--- src/rtl/sram_port_arbiter.sv ---
// sram_port_arbiter: shares one SRAM port between fetch and load/store; optional inst starvation guard via ARB_STARVE_GUARD_EN
module sram_port_arbiter #(
   parameter int unsigned STARVE_LIMIT = 4,
   parameter logic [31:0] ADDR_MASK = 32'h1FFFFFFF
) (
   input  logic        clk,
   input  logic        reset,
   input  logic        inst_req,
   input  logic [31:0] inst_addr,
   output logic        inst_gnt,
   output logic        inst_rvalid,
   output logic [31:0] inst_rdata,
   input  logic        data_req,
   input  logic [3:0]  data_wen,
   input  logic [31:0] data_addr,
   input  logic [31:0] data_wdata,
   output logic        data_gnt,
   output logic        data_rvalid,
   output logic [31:0] data_rdata,
   output logic        sram_en,
   output logic [3:0]  sram_wen,
   output logic [31:0] sram_addr,
   output logic [31:0] sram_wdata,
   input  logic [31:0] sram_rdata
);
   typedef enum logic [1:0] {OWN_NONE, OWN_INST, OWN_DATA} owner_e;
   owner_e rd_owner_q, rd_owner_d;
   logic force_inst;
`ifdef ARB_STARVE_GUARD_EN
   logic [3:0] starve_cnt_q, starve_cnt_d;
   // count consecutive cycles a pending fetch is passed over
   always_comb starve_cnt_d = (inst_req && !inst_gnt) ? starve_cnt_q + 4'd1 : 4'd0;
   // starvation counter register
   always_ff @(posedge clk) starve_cnt_q <= reset ? 4'd0 : starve_cnt_d;
   assign force_inst = starve_cnt_q == 4'(STARVE_LIMIT);
`else
   assign force_inst = 1'b0;
`endif
   // grant, SRAM drive and response routing; everything held low in reset
   always_comb begin
      data_gnt    = !reset && data_req && !(force_inst && inst_req);
      inst_gnt    = !reset && inst_req && !data_gnt;
      sram_en     = inst_gnt || data_gnt;
      sram_addr   = data_gnt ? (data_addr & ADDR_MASK) : inst_gnt ? (inst_addr & ADDR_MASK) : 32'd0;
      sram_wen    = data_gnt ? data_wen : 4'd0;
      sram_wdata  = data_gnt ? data_wdata : 32'd0;
      rd_owner_d  = inst_gnt ? OWN_INST : (data_gnt && data_wen == 4'd0) ? OWN_DATA : OWN_NONE;
      inst_rvalid = !reset && rd_owner_q == OWN_INST;
      data_rvalid = !reset && rd_owner_q == OWN_DATA;
      inst_rdata  = inst_rvalid ? sram_rdata : 32'd0;
      data_rdata  = data_rvalid ? sram_rdata : 32'd0;
   end
   // remember who owns the read returning next cycle
   always_ff @(posedge clk) rd_owner_q <= reset ? OWN_NONE : rd_owner_d;
endmodule

--- config.mk ---
export PLATFORM = sky130hd
export DESIGN_NAME = sram_port_arbiter
export DESIGN_NICKNAME = d
export VERILOG_FILES = /design/src/rtl/sram_port_arbiter.sv
export SDC_FILE = /design/constraint.sdc
export NUM_CORES = 1
export LEC_CHECK = 0
export ABC_AREA = 1
export BUFFER_PORTS_ARGS = -buffer_cell sky130_fd_sc_hd__buf_2
export CAP_MARGIN = 20
export CORE_AREA = 4 4 103 105
export CTS_BUF_LIST = sky130_fd_sc_hd__clkbuf_2 sky130_fd_sc_hd__clkbuf_4 sky130_fd_sc_hd__clkbuf_8
export DETAILED_ROUTE_END_ITERATION = 6
export DIE_AREA = 0 0 107 109
export PLACE_DENSITY_LB_ADDON = 0.2
export SLEW_MARGIN = 20
export SYNTH_ARGS = -nofsm -noshare
export SYNTH_HDL_FRONTEND = slang
export SYNTH_SLANG_ARGS = --single-unit
--- constraint.sdc ---
create_clock -name clk -period 2.25 [get_ports clk]
set_input_delay 0.675 -clock clk [delete_from_list [all_inputs] [get_ports clk]]
set_output_delay 0.675 -clock clk [all_outputs]
set_load 0.02 [all_outputs]
==> results.toml <==
[run_status]
status = "completed"

[global_route]
grt_pass1_vias = 2377
grt_usage_pct = 11.04
use_met2_pct = 22.80
grt_pass1_wl_mm = 10.78
use_met1_pct = 11.20
grt_overflow_total = 0
grt_max_degree = 34
grt.busiest_layer = "met2"
grt_use_met3_pct = 2.309
antenna_found_initial = 0

[die]
die_area_sq_um = 11660
die_x_microns = 107
start_util_pct = 13.16
io_pins = 273
rows = 36
die_h_microns = 109
design.core.area_sq_um = 9639

[cts]
clock-sinks = 2
ctsHoldBuffers = 0
clkTransAtPathRegs_ns = 0.03
cts_buffer_depth = 2
numCtsBuffers = 3
tritoncts = "done"
cts-root-buf = "clkbuf_8"
htree_levels = 1

[synth]
async_flop_share_pct = 0
synth_area_leaders = "nor2_1 30%, inv_1 21%, nand2_1 17%, nand4_1 14%, buf_2 5.5%"
synth_cells = 299
synth-edff-count = 0
synthFlopType = "dfxtp_1"
yosys.area.top_type_share_pct = 30.47
yosysSeqAreaShare_pct = 3.156
ys_warn_count = 0
synth.avg_cell_area_sq_um = 4.243
ys_top_cells_by_count = "103 x nor2_1, 72 x inv_1, 59 x nand2_1"
synth_cell_types = 15
synth_seq_cells = 2
synth_top_area_cell = "nor2_1"
synth.cell_area_sq_um = 1269
synth.most_common_cell = "nor2_1"

[finish]
regArea_sq_um = 40.04
diodes = 0
largest_reg_flops = 2
top_regs = "rd_owner_q x2"
fillers = 1126
area.growth.synth_to_final_pct = 123.4
top_register = "rd_owner_q"
fin_nets = 690
multi_input_area_sq_um = 837.1
layout-drive-gt1-share_pct = 50.54

[critical_path]
worstSetupPathType = "input pin to primary output"
worstPathCellList = "buf_2 > inv_4 > nand3_1 > buf_12 > nor2_1 > buf_2"
crit_fanout = 33
arrival_ns = 1.50
slowest_delay_ns = 0.19
crit_slowest_cell = "buf_12"
end_kind = "primary output"
crit_top_cell = "buf_2"
required_ns = 1.57
critPathLaunchType = "input pin"

[routing]
first_pass_iters = 4
routed_via_density = 3.813
wl_per_cell_microns = 10.54
dr.first_iter.drc_count = 128
vias = 2612
drt_wl_total_mm = 7.218
ant_nets = 0
drc = 0

[power]
power-per-cell-area_nw_per_um2 = 214.6
peakVddDrop_mv = 0.1045
finalPower_w = 0.0006082
p_leak_nw = 2.214

[placed_design]
dp_hpwl_mm = 6.196
place_congestion = 0.7557
portBuffers = 263

[sta]
rsz0062_at_grt = "no"
final_max_slew_viol_count = 0
timing.final.crit_share_pct = 96.60
hold_viol_final = 0
fin_tns_setup_ns = 0
max_freq_mhz = 460.1
finalCriticalPeriod_ns = 2.174
setup_viol = 0

[job]
maxCapViolations = 0

[hold_path]
hold_class = "input pin to flip-flop"
worstHoldPathCells = 2
final cells by class:
type | count | area share (%)
Tap cell | 133 | 5.872
Inverter | 75 | 10.02
Clock buffer | 3 | 1.457
Timing Repair Buffer | 272 | 51.70
Multi-Input combinational cell | 200 | 29.54
Sequential cell | 2 | 1.413
logic make-up (layout without fill, tap and decap cells):
family,after synthesis,after routing,synth area share (%)
other,1,3,0.2956
buffers and inverters,99,350,31.85
flip-flops,2,2,3.156
AO/OA/AOI/OAI,1,1,0.3941
AND/OR/NAND/NOR,196,196,64.30
final timing paths:
kind	startpoint	to	slack (ns)
max	reset	inst_rdata[8]	0.08
min	data_req	rd_owner_q[0]	0.69
report_power, final:
part / total (W) / internal, W / switching (W)
clock: 0.000138 / 0.000113 / 0.0000254
combinational: 0.000433 / 0.000179 / 0.000254
sequential: 0.0000370 / 0.0000367 / 0.000000345
metal layers:
layer | routed length [microns] | share of wire [%]
met2 | 3876 | 54
met3 | 807 | 11
met4 | 54 | 0.75
met1 | 2480 | 34
met5 | 0 | 0
cell usage in the layout (no fill, tap or decap), types with 2 or more instances in the layout:
cell type / n
buf_4: 3
buf_2: 262
clkbuf_8: 3
buf_12: 6
conb_1: 3
nor2_1: 103
inv_2: 2
nand3_1: 2
nand4_1: 29
nor3_1: 2
nand2_1: 59
inv_1: 72
dfxtp_1: 2
worst max-delay path, delay by kind of cell:
| family | cells | cell delay (ns) |
|---|---|---|
| buffers and inverters | 4 | 0.60 |
| AND/OR/NAND/NOR | 2 | 0.21 |
what timing repair did:
action | in CTS | in global routing
gates resized for setup | 0 | 4
endpoints found under the setup margin | 0 | 37
setup buffers | 0 | 0
metrics by stage:
step / hold WS (ns) / instance area [sq um] / setup slack [ns] / util (%) / std cells
2_1_floorplan: 0.7518 / 1276 / 0.2051 / - / 301
4_1_cts: 0.6894 / 2820 / 0.02328 / 29.26 / 685
3_3_place_gp: 0.9066 / 2779 / 0.04104 / 28.83 / 682
3_5_place_dp: 0.9110 / 2779 / 0.02610 / 28.83 / 682
5_1_grt: 0.7070 / 2834 / 0.003922 / 29.40 / 685
6_report: 0.6897 / 2834 / 0.07644 / 29.40 / 685
Note: power is estimated with default switching activity, not from simulation.
